**config.mk**
```make
export PLATFORM = sky130hd
export DESIGN_NAME = mips32_scoreboard
export DESIGN_NICKNAME = d
export VERILOG_FILES = /design/src/rtl/mips32_pkg.sv /design/src/rtl/mips32_sat_counter.sv /design/src/rtl/mips32_scoreboard.sv
export SDC_FILE = /design/constraint.sdc
export NUM_CORES = 1
export LEC_CHECK = 0
export CORE_MARGIN = 2
export CORE_UTILIZATION = 51
export CTS_BUF_LIST = sky130_fd_sc_hd__clkbuf_4 sky130_fd_sc_hd__clkbuf_8
export DETAILED_ROUTE_END_ITERATION = 8
export PLACE_DENSITY = 0.83
export SYNTH_ARGS = -nofsm -noshare
export SYNTH_HDL_FRONTEND = slang
export SYNTH_SLANG_ARGS = --single-unit
```
**constraint.sdc**
```tcl
create_clock -name clk1 -period 6.2 [get_ports clk1]
set_input_delay 1.24 -clock clk1 [delete_from_list [all_inputs] [get_ports clk1]]
set_output_delay 1.24 -clock clk1 [all_outputs]
set_load 0.005 [all_outputs]
```
**src/rtl/mips32_pkg.sv**
```systemverilog
`default_nettype none
// ============================================================================
//  Module   : mips32_pkg
//  Purpose  : Constants shared between the MIPS32 pipeline and its hazard
//             scoreboard: functional-unit latencies, opcodes, zero register.
//  Revision : 1.0  initial release
// ============================================================================
package mips32_pkg;

    // Cycles from issue until a result can be forwarded
    localparam int LAT_ALU  = 1;
    localparam int LAT_LOAD = 2;
    localparam int LAT_MUL  = 4;

    // Hard-wired zero register index
    localparam int REG_ZERO = 0;

    // Opcodes used by the pipeline decoder
    typedef enum logic [5:0] {
        OP_ADD   = 6'b000000,
        OP_SUB   = 6'b000001,
        OP_AND   = 6'b000010,
        OP_OR    = 6'b000011,
        OP_SLT   = 6'b000100,
        OP_MUL   = 6'b000101,
        OP_LW    = 6'b001000,
        OP_SW    = 6'b001001,
        OP_ADDI  = 6'b001010,
        OP_SUBI  = 6'b001011,
        OP_SLTI  = 6'b001100,
        OP_BNEQZ = 6'b001101,
        OP_BEQZ  = 6'b001110,
        OP_HLT   = 6'b111111
    } opcode_t;

endpackage : mips32_pkg
`default_nettype wire

```
**src/rtl/mips32_sat_counter.sv**
```systemverilog
`default_nettype none
// ============================================================================
//  Module   : mips32_sat_counter
//  Purpose  : Up-counter that increments on enable and sticks at all-ones.
//  Ports    : clk     - clock, rising edge
//             rst     - asynchronous active-high reset (clears count)
//             i_inc   - increment enable
//             o_count - current count
//  Revision : 1.0  initial release
// ============================================================================
module mips32_sat_counter #(
    parameter int WIDTH = 32
) (
    input  logic             clk,
    input  logic             rst,
    input  logic             i_inc,
    output logic [WIDTH-1:0] o_count
);

    logic [WIDTH-1:0] r_count;

    always_ff @(posedge clk or posedge rst) begin
        if (rst) begin
            r_count <= '0;
        end else if (i_inc && (r_count != '1)) begin
            r_count <= r_count + 1'b1;
        end
    end

    assign o_count = r_count;

endmodule : mips32_sat_counter
`default_nettype wire

```
**src/rtl/mips32_scoreboard.sv**
```systemverilog
`default_nettype none
// ============================================================================
//  Module   : mips32_scoreboard
//  Purpose  : Register-hazard scoreboard beside the ID stage. Decides each
//             cycle whether the ID instruction may issue, stalling on RAW,
//             WAW and write-back-port conflicts for variable-latency units.
//  Ports    : clk1, reset            - clock / async active-high reset
//             id_valid               - ID requests issue
//             id_rs/id_rt(+_used)    - source registers and read flags
//             id_rd, id_wr, id_lat   - destination, write flag, unit latency
//             flush                  - taken branch kills ID this cycle
//             stall, issue           - combinational interlock decision
//             busy_vec               - registers with a pending result
//             stall_cnt              - saturating stalled-cycle count
//  Revision : 1.0  initial release
// ============================================================================
module mips32_scoreboard
    import mips32_pkg::*;
#(
    parameter int NREG    = 32,
    parameter int AW      = $clog2(NREG),
    parameter int MAX_LAT = 4,
    parameter int LW      = $clog2(MAX_LAT + 1),
    parameter int CW      = 32
) (
    input  logic            clk1,
    input  logic            reset,
    input  logic            id_valid,
    input  logic [AW-1:0]   id_rs,
    input  logic [AW-1:0]   id_rt,
    input  logic            id_rs_used,
    input  logic            id_rt_used,
    input  logic [AW-1:0]   id_rd,
    input  logic            id_wr,
    input  logic [LW-1:0]   id_lat,
    input  logic            flush,
    output logic            stall,
    output logic            issue,
    output logic [NREG-1:0] busy_vec,
    output logic [CW-1:0]   stall_cnt
);

    logic [NREG-1:0][LW-1:0] w_cnt;        // remaining cycles per register
    logic [MAX_LAT-1:1]      r_wb_slot;    // bit j: write-back j cycles from now
    logic [MAX_LAT-1:1]      w_wb_slot_nxt;
    logic [LW-1:0]           w_lat_eff;
    logic [LW-1:0]           w_lat_m1;
    logic                    w_track;
    logic                    w_raw;
    logic                    w_waw;
    logic                    w_port;
    logic                    w_book;

    // Clamp the requested latency into 1..MAX_LAT
    always_comb begin
        w_lat_eff = id_lat;
        if (id_lat == '0) begin
            w_lat_eff = LW'(1);
        end else if (id_lat > LW'(MAX_LAT)) begin
            w_lat_eff = LW'(MAX_LAT);
        end
    end

    assign w_lat_m1 = w_lat_eff - 1'b1;
    assign w_track  = id_wr && (id_rd != AW'(REG_ZERO));

    assign w_raw = (id_rs_used && (w_cnt[id_rs] != '0)) ||
                   (id_rt_used && (w_cnt[id_rt] != '0));
    assign w_waw = w_track && (w_cnt[id_rd] > w_lat_m1);

    // A MAX_LAT booking can never collide: every older booking has already
    // aged below MAX_LAT, so the top slot needs no storage.
    always_comb begin
        w_port = 1'b0;
        for (int j = 1; j < MAX_LAT; j++) begin
            if (w_lat_eff == LW'(j)) begin
                w_port = w_track && r_wb_slot[j];
            end
        end
    end

    assign stall  = id_valid && !flush && (w_raw || w_waw || w_port);
    assign issue  = id_valid && !flush && !stall;
    assign w_book = issue && w_track;

    // Per-register countdown. A new booking overrides the decrement.
    generate
        for (genvar r = 0; r < NREG; r++) begin : g_reg
            if (r == REG_ZERO) begin : g_zero
                assign w_cnt[r] = '0;
            end else begin : g_track
                logic [LW-1:0] r_cnt;
                always_ff @(posedge clk1 or posedge reset) begin
                    if (reset) begin
                        r_cnt <= '0;
                    end else if (w_book && (id_rd == AW'(r))) begin
                        r_cnt <= w_lat_m1;
                    end else if (r_cnt != '0) begin
                        r_cnt <= r_cnt - 1'b1;
                    end
                end
                assign w_cnt[r] = r_cnt;
            end
            assign busy_vec[r] = (w_cnt[r] != '0);
        end
    endgenerate

    // A booking at latency L is inserted and aged in the same edge, so after
    // the edge it lands in slot L-1 and the vector always reads "cycles from
    // now" relative to the instruction currently in ID.
    generate
        for (genvar j = 1; j < MAX_LAT; j++) begin : g_slot
            if (j == MAX_LAT - 1) begin : g_top
                assign w_wb_slot_nxt[j] = w_book && (w_lat_eff == LW'(j + 1));
            end else begin : g_mid
                assign w_wb_slot_nxt[j] = r_wb_slot[j + 1] ||
                                          (w_book && (w_lat_eff == LW'(j + 1)));
            end
        end
    endgenerate

    always_ff @(posedge clk1 or posedge reset) begin
        if (reset) begin
            r_wb_slot <= '0;
        end else begin
            r_wb_slot <= w_wb_slot_nxt;
        end
    end

    mips32_sat_counter #(
        .WIDTH (CW)
    ) u_stall_cnt (
        .clk     (clk1),
        .rst     (reset),
        .i_inc   (stall),
        .o_count (stall_cnt)
    );

endmodule : mips32_scoreboard
`default_nettype wire

```
==> metrics.yaml, run 1 <==
setup_viol: 0
dieArea_sq_um: 19700
grtUsageMet3: 0.0650
worstMarginPinSlew_ns: 0.942
skew_ns: 0.0162
grt_max_degree: 57
use_met2: 0.408
placementRows: 49
first_pass_iters: 7
grt_pass1_vias: 7748
synth_seq_cells: 128
grt-busiest-layer: "met2"
core_area_sq_um: 18100
first_iter_violations: 833
clock-root-buffer: "clkbuf_8"
synthesis.nets: 1036
required_ns: 4.96
ir_worst_vdd_mv: 0.301
drv_slew: 0
gp_congestion: 0.991
die_h_microns: 140
crit_type: "in -> out"
regArea_sq_um: 3200
vias: 7950
setup.worst_path.end_class: "primary output"
fin_crit_sh: 0.929
hp-class: "reg -> reg"
fmax_mhz: 174
final.min_clock_period_ns: 5.76
overflow: 0
cts_sinks: 128
multiInputGateArea_sq_um: 5770
leakage_nw: 5.19
rsz0062_at_grt: "false"
wirelength_mm: 25.3
fin_tns_setup_ns: 0
yosys_most_used_dff: "dfrtp_1"
antenna_found_initial: 1
status: "finished clean"
cts_tree: "yes"
fin_ws_ns: 0.443
synth_area_sq_um: 9480
cts_setup_buffers: 0
start_util: 0.524
wl_per_cell_microns: 19.9
ant_nets: 0
diodes: 0
slew_headroom: 0.370
synth.distinct_cells: 63
cts_buffers: 17
cp_max_fo: 15
die_w_microns: 140
ios: 91
clkTransAtPathRegs_ns: 0.08
met1_usage: 0.344
nets: 1120
nFillCells: 1453
syn_inst: 942
ys_seq_area_frac: 0.338
clock_latency_ns: 0.47
syn_area_per_cell_sq_um: 10.1
syn_to_final_growth_pct: 15.8
synthesis.yosys.warnings: 0
critPathLaunchType: "input pin"
pre_cts_slack_ns: 0.167
cts_buffer_depth: 2
routed_via_density: 6.27
grt_pass1_wl_mm: 40.5
grt_usage: 0.262
drive_gt1_frac: 0.134
p_per_area_nw_per_um2: 438
async_reset_ff_frac: 1.00
io_buffers: 89
synth_edf_count: 0
cts_max_level: 4
drc: 0
dp_hpwl_mm: 18.2
hold_viol_final: 0
worstPathArrival_ns: 4.52
cap_violations: 0
[cell usage in the layout, fill, tap and decap left out, types with 12 or more instances in the layout]
cell	n
dfrtp_1	128
mux2i_1	91
clkdlybuf4s50_1	87
inv_1	72
ha_1	69
nand2_1	54
nor2_1	48
nand2b_1	38
o21ai_0	35
xnor2_1	33
nor3_1	32
mux4_2	29
xor2_1	28
a31oi_1	26
nand3_1	21
buf_4	20
nand3_2	19
nand4_1	17
clkbuf_8	17
and3_1	14
nor4_1	14
nor3_2	13
nor2b_1	12
[cell families (layout without fill, tap and decap cells)]
kind of cell / count (synthesis) / in the layout / synth area share
AO/OA/AOI/OAI: 120 / 120 / 0.0836
XOR/XNOR: 61 / 61 / 0.0564
adder cells (fa/ha/maj): 69 / 69 / 0.0911
buffers and inverters: 118 / 215 / 0.0541
flip-flops: 128 / 128 / 0.338
multiplexers: 125 / 125 / 0.171
other: 2 / 2 / 0.000792
AND/OR/NAND/NOR: 319 / 319 / 0.205
[repair_timing]
item | in CTS | in global routing
hold buffers | 0 | 0
setup endpoints to repair | 0 | 1
resized for setup | 0 | 1
[state kept, by name (all words and copies together) (netlist names)]
signal,count
r_wb_slot,3
u_stall_cnt.o_count,32
g.g_track.r_cnt,93
[synth_stat cells, drive strengths merged (21+ instances only)]
cell type | number | share of area
a31oi | 26 | 0.017
buf | 27 | 0.018
dfrtp | 128 | 0.34
ha | 69 | 0.091
inv | 74 | 0.029
mux2i | 91 | 0.096
mux4 | 29 | 0.069
nand2 | 54 | 0.021
nand2b | 38 | 0.025
nand3 | 40 | 0.031
nor2 | 49 | 0.020
nor3 | 45 | 0.030
nor4 | 21 | 0.018
o21ai | 35 | 0.018
xnor2 | 33 | 0.030
xor2 | 28 | 0.026
[layout make-up]
class | instances | share of cell area
multi-input cells | 696 | 0.526
well taps | 229 | 0.0261
flip-flops and latches | 128 | 0.292
clock buffers | 18 | 0.0220
repair buffers | 109 | 0.0946
inverters | 74 | 0.0255
clock inverters | 14 | 0.0142
[critical path, cell delays in order]
cell	delay, ns
buf_2	0.09
buf_4	0.25
mux4_2	0.55
mux4_2	0.49
mux2_2	0.29
ha_1	0.31
nand3_1	0.08
o21ai_0	0.07
o32ai_1	0.15
nand3_1	0.18
and2_4	0.19
nor2_1	0.09
clkdlybuf4s50_1	0.51
[final timing paths]
path	startpoint	to	slack [ns]	cells past startpoint
max	id_rd[0]	stall	0.44	13
min	u_stall_cnt.o_count[7]	u_stall_cnt.o_count[7]	0.49	1
max reg2reg	g_reg[20].g_track.r_cnt[1]	g_reg[17].g_track.r_cnt[0]	2.13	11
min reg2reg	u_stall_cnt.o_count[7]	u_stall_cnt.o_count[7]	0.49	1
max in group asynchronous	reset	g_reg[4].g_track.r_cnt[1]	3.94	3
min in group asynchronous	reset	g_reg[20].g_track.r_cnt[1]	1.14	2
[metal layers]
layer	up-vias	routed length [microns]
li1	3573	-
met1	3860	10300
met2	438	11700
met3	77	2330
met4	2	974
met5	-	14
[stage by stage]
step                hold slack, ns  total power [mW]  cell area (sq um)  utilization  cells
detailed placement           0.456              4.02              10600        0.585   1236
global placement             0.466              3.88              10600        0.585   1236
CTS                          0.491              4.79              11000        0.607   1268
global route                 0.508              5.18              11000        0.607   1268
finish                       0.486              4.81              11000        0.607   1268
floorplan                    0.437              3.26               9480            -    942
[report_power, final]
part | internal [mW] | switching [mW] | total [mW]
sequential | 1.19 | 0.556 | 1.74
clock | 0.367 | 0.373 | 0.741
combinational | 1.18 | 1.14 | 2.32
No activity file was read; power rests on OpenSTA's default activity.
==> run 2, diff against run 1 <==
--- a/config.mk
+++ b/config.mk
@@ -9,6 +9,7 @@
 export CORE_UTILIZATION = 51
 export CTS_BUF_LIST = sky130_fd_sc_hd__clkbuf_4 sky130_fd_sc_hd__clkbuf_8
 export DETAILED_ROUTE_END_ITERATION = 8
+export GPL_ROUTABILITY_DRIVEN = 0
 export PLACE_DENSITY = 0.83
 export SYNTH_ARGS = -nofsm -noshare
 export SYNTH_HDL_FRONTEND = slang
==> run 2 against run 1 <==
Against the previous run: setup slack got worse by 0.057 ns; fmax fell by 0.99%; largest cell class unchanged; clock-buffer cell count fell by 1; register-to-register slack got worse by 0.02 ns; routed wire length fell by 2.7%; non-clock buffer count fell by 1; via count fell by 0.26%; clock skew rose by 0.0013 ns; sequential cell count did not move.
==> metrics.yaml, run 2 (synthesized netlist as in run 1, its figures left out) <==
status: "finished clean"  # unchanged
fin_tns_setup_ns: 0  # unchanged
hp-class: "reg -> reg"  # unchanged
critPathMaxStageDelay_ns: 0.54  # was 0.55 ns
wl_per_cell_microns: 19.4  # was 19.9 microns
start_util: 0.524  # unchanged
slew_headroom: 0.323  # was 0.370
crit_type: "in -> out"  # unchanged
cts_max_level: 4  # unchanged
cp_max_fo: 15  # unchanged
worstMarginPinSlew_ns: 1.02  # was 0.942 ns
fin_ws_ns: 0.386  # was 0.443 ns
clock-root-buffer: "clkbuf_8"  # unchanged
critPathLaunchType: "input pin"  # unchanged
cp_slowest_cell: "mux4_2"  # unchanged
dp_hpwl_mm: 17.8  # was 18.2 mm
ant_nets: 0  # unchanged
cts_tree: "yes"  # unchanged
met1_usage: 0.351  # was 0.344
mostFrequentLayoutCell: "dfrtp_1"  # unchanged
p_per_area_nw_per_um2: 432  # was 438 nW/um^2
fmax_mhz: 172  # was 174 MHz
die_h_microns: 140  # unchanged
crit_chain: "buf_2 -> buf_4 -> mux4_2 -> mux4_2 -> mux2_2 -> ha_1 -> nand3_1 -> o21ai_0 -> o32ai_1 -> nand3_1 -> and2_4 -> nor2_1 -> clkdlybuf4s50_1"  # unchanged
grt_pass1_vias: 7811  # was 7,748
cts_buffer_depth: 2  # unchanged
first_iter_violations: 1002  # was 833
wirelength_mm: 24.6  # was 25.3 mm
final.min_clock_period_ns: 5.81  # was 5.76 ns
setup_viol: 0  # unchanged
setup.worst_path.end_class: "primary output"  # unchanged
hold_viol_final: 0  # unchanged
rsz0062_at_grt: "false"  # unchanged
overflow: 0  # unchanged
grt_pass1_wl_mm: 40.6  # was 40.5 mm
grtUsageMet3: 0.0574  # was 0.0650
hold_buffers: 0  # unchanged
final_cell_mix: "dfrtp_1, mux2i_1, clkdlybuf4s50_1"  # unchanged
drc: 0  # unchanged
clkTransAtPathRegs_ns: 0.07  # was 0.08 ns
grt_max_degree: 79  # was 57
skew_ns: 0.0175  # was 0.0162 ns
antenna_found_initial: 0  # was 1
ios: 91  # unchanged
drive_gt1_frac: 0.133  # was 0.134
vias: 7929  # was 7,950
cts_buffers: 17  # unchanged
cap_violations: 0  # unchanged
core_area_sq_um: 18100  # unchanged
clock_latency_ns: 0.46  # was 0.47 ns
drv_slew: 0  # unchanged
syn_to_final_growth_pct: 15.6  # was 15.8%
grt_usage: 0.259  # was 0.262
cts_sinks: 128  # unchanged
placementRows: 49  # unchanged
fin_crit_sh: 0.938  # was 0.929
use_met2: 0.404  # was 0.408
pre_cts_slack_ns: 0.102  # was 0.167 ns
crit_buf_inv: 3  # unchanged
dieArea_sq_um: 19700  # unchanged
largest-register: "g.g_track.r_cnt"  # unchanged
nets: 1119  # was 1,120
io_buffers: 89  # unchanged
diodes: 0  # unchanged
die_w_microns: 140  # unchanged
largest_reg_flops: 93  # unchanged
required_ns: 4.96  # about the same
routed_via_density: 6.26  # was 6.27
nFillCells: 1440  # was 1,453
first_pass_iters: 6  # was 7
crit_family: "multiplexers"  # unchanged
grt-busiest-layer: "met2"  # unchanged
leakage_nw: 5.18  # was 5.19 nW
worstPathArrival_ns: 4.57  # was 4.52 ns
ir_worst_vdd_mv: 0.257  # was 0.301 mV
run 2: changes by cell type in the layout (fill, tap and decap cells not counted):
cell	before	now
buf_12	0	1
buf_4	20	18
bufinv_16	2	1
clkbuf_4	1	0
clkinv_2	1	4
clkinvlp_4	4	3
inv_6	5	4
inv_8	0	1
run 2: metal layers:
layer,share of wire,routed length (microns)
met5,0,0
met4,0.035,854
met1,0.42,10400
met3,0.081,2000
met2,0.46,11300
run 2: final timing paths:
| path | from | to | slack [ns] | cells past startpoint |
|---|---|---|---|---|
| max | id_rd[0] | stall | 0.39 | 13 |
| min | u_stall_cnt.o_count[7] | u_stall_cnt.o_count[7] | 0.49 | 1 |
| max reg2reg | g_reg[15].g_track.r_cnt[1] | g_reg[27].g_track.r_cnt[0] | 2.11 | 11 |
| min reg2reg | u_stall_cnt.o_count[7] | u_stall_cnt.o_count[7] | 0.49 | 1 |
| max in group asynchronous | reset | g_reg[5].g_track.r_cnt[1] | 4.08 | 3 |
| min in group asynchronous | reset | g_reg[20].g_track.r_cnt[0] | 1.31 | 3 |
run 2: timing repair:
action,4_1_cts,5_1_grt
setup endpoints to repair,0,1
setup buffers,0,0
resized for setup,0,1
run 2: cell type report:
class	count	area, sq um	area share
Timing Repair Buffer	108	1040	0.0953
Sequential cell	128	3200	0.292
Multi-Input combinational cell	696	5770	0.527
Clock inverter	15	136	0.0124
Clock buffer	17	234	0.0214
Tap cell	229	287	0.0262
Inverter	74	280	0.0256
run 2: worst reg2reg max path, cell delays in order (launching register included):
cell and delay [ns]:
dfrtp_1 0.45, mux4_2 0.49, mux4_2 0.51, mux2_2 0.29
ha_1 0.31, a211oi_1 0.21, o32ai_1 0.15, nand3_1 0.15
and2_4 0.16, buf_4 0.61, nand3_1 0.38, mux2i_1 0.29
run 2: stage by stage:
stage,instances,utilization,hold WS (ns),instance area (sq um),total power [mW]
global placement,1235,0.585,0.460,10600,3.87
detailed placement,1235,0.585,0.466,10600,3.99
global route,1267,0.606,0.504,11000,5.12
CTS,1267,0.606,0.490,11000,4.72
finish,1267,0.606,0.491,11000,4.73
floorplan,942,-,0.437,9480,3.26
run 2: where the power goes:
group	internal, mW	total, mW	switching (mW)
Clock	0.321	0.701	0.380
Combinational	1.18	2.31	1.13
Sequential	1.19	1.72	0.533
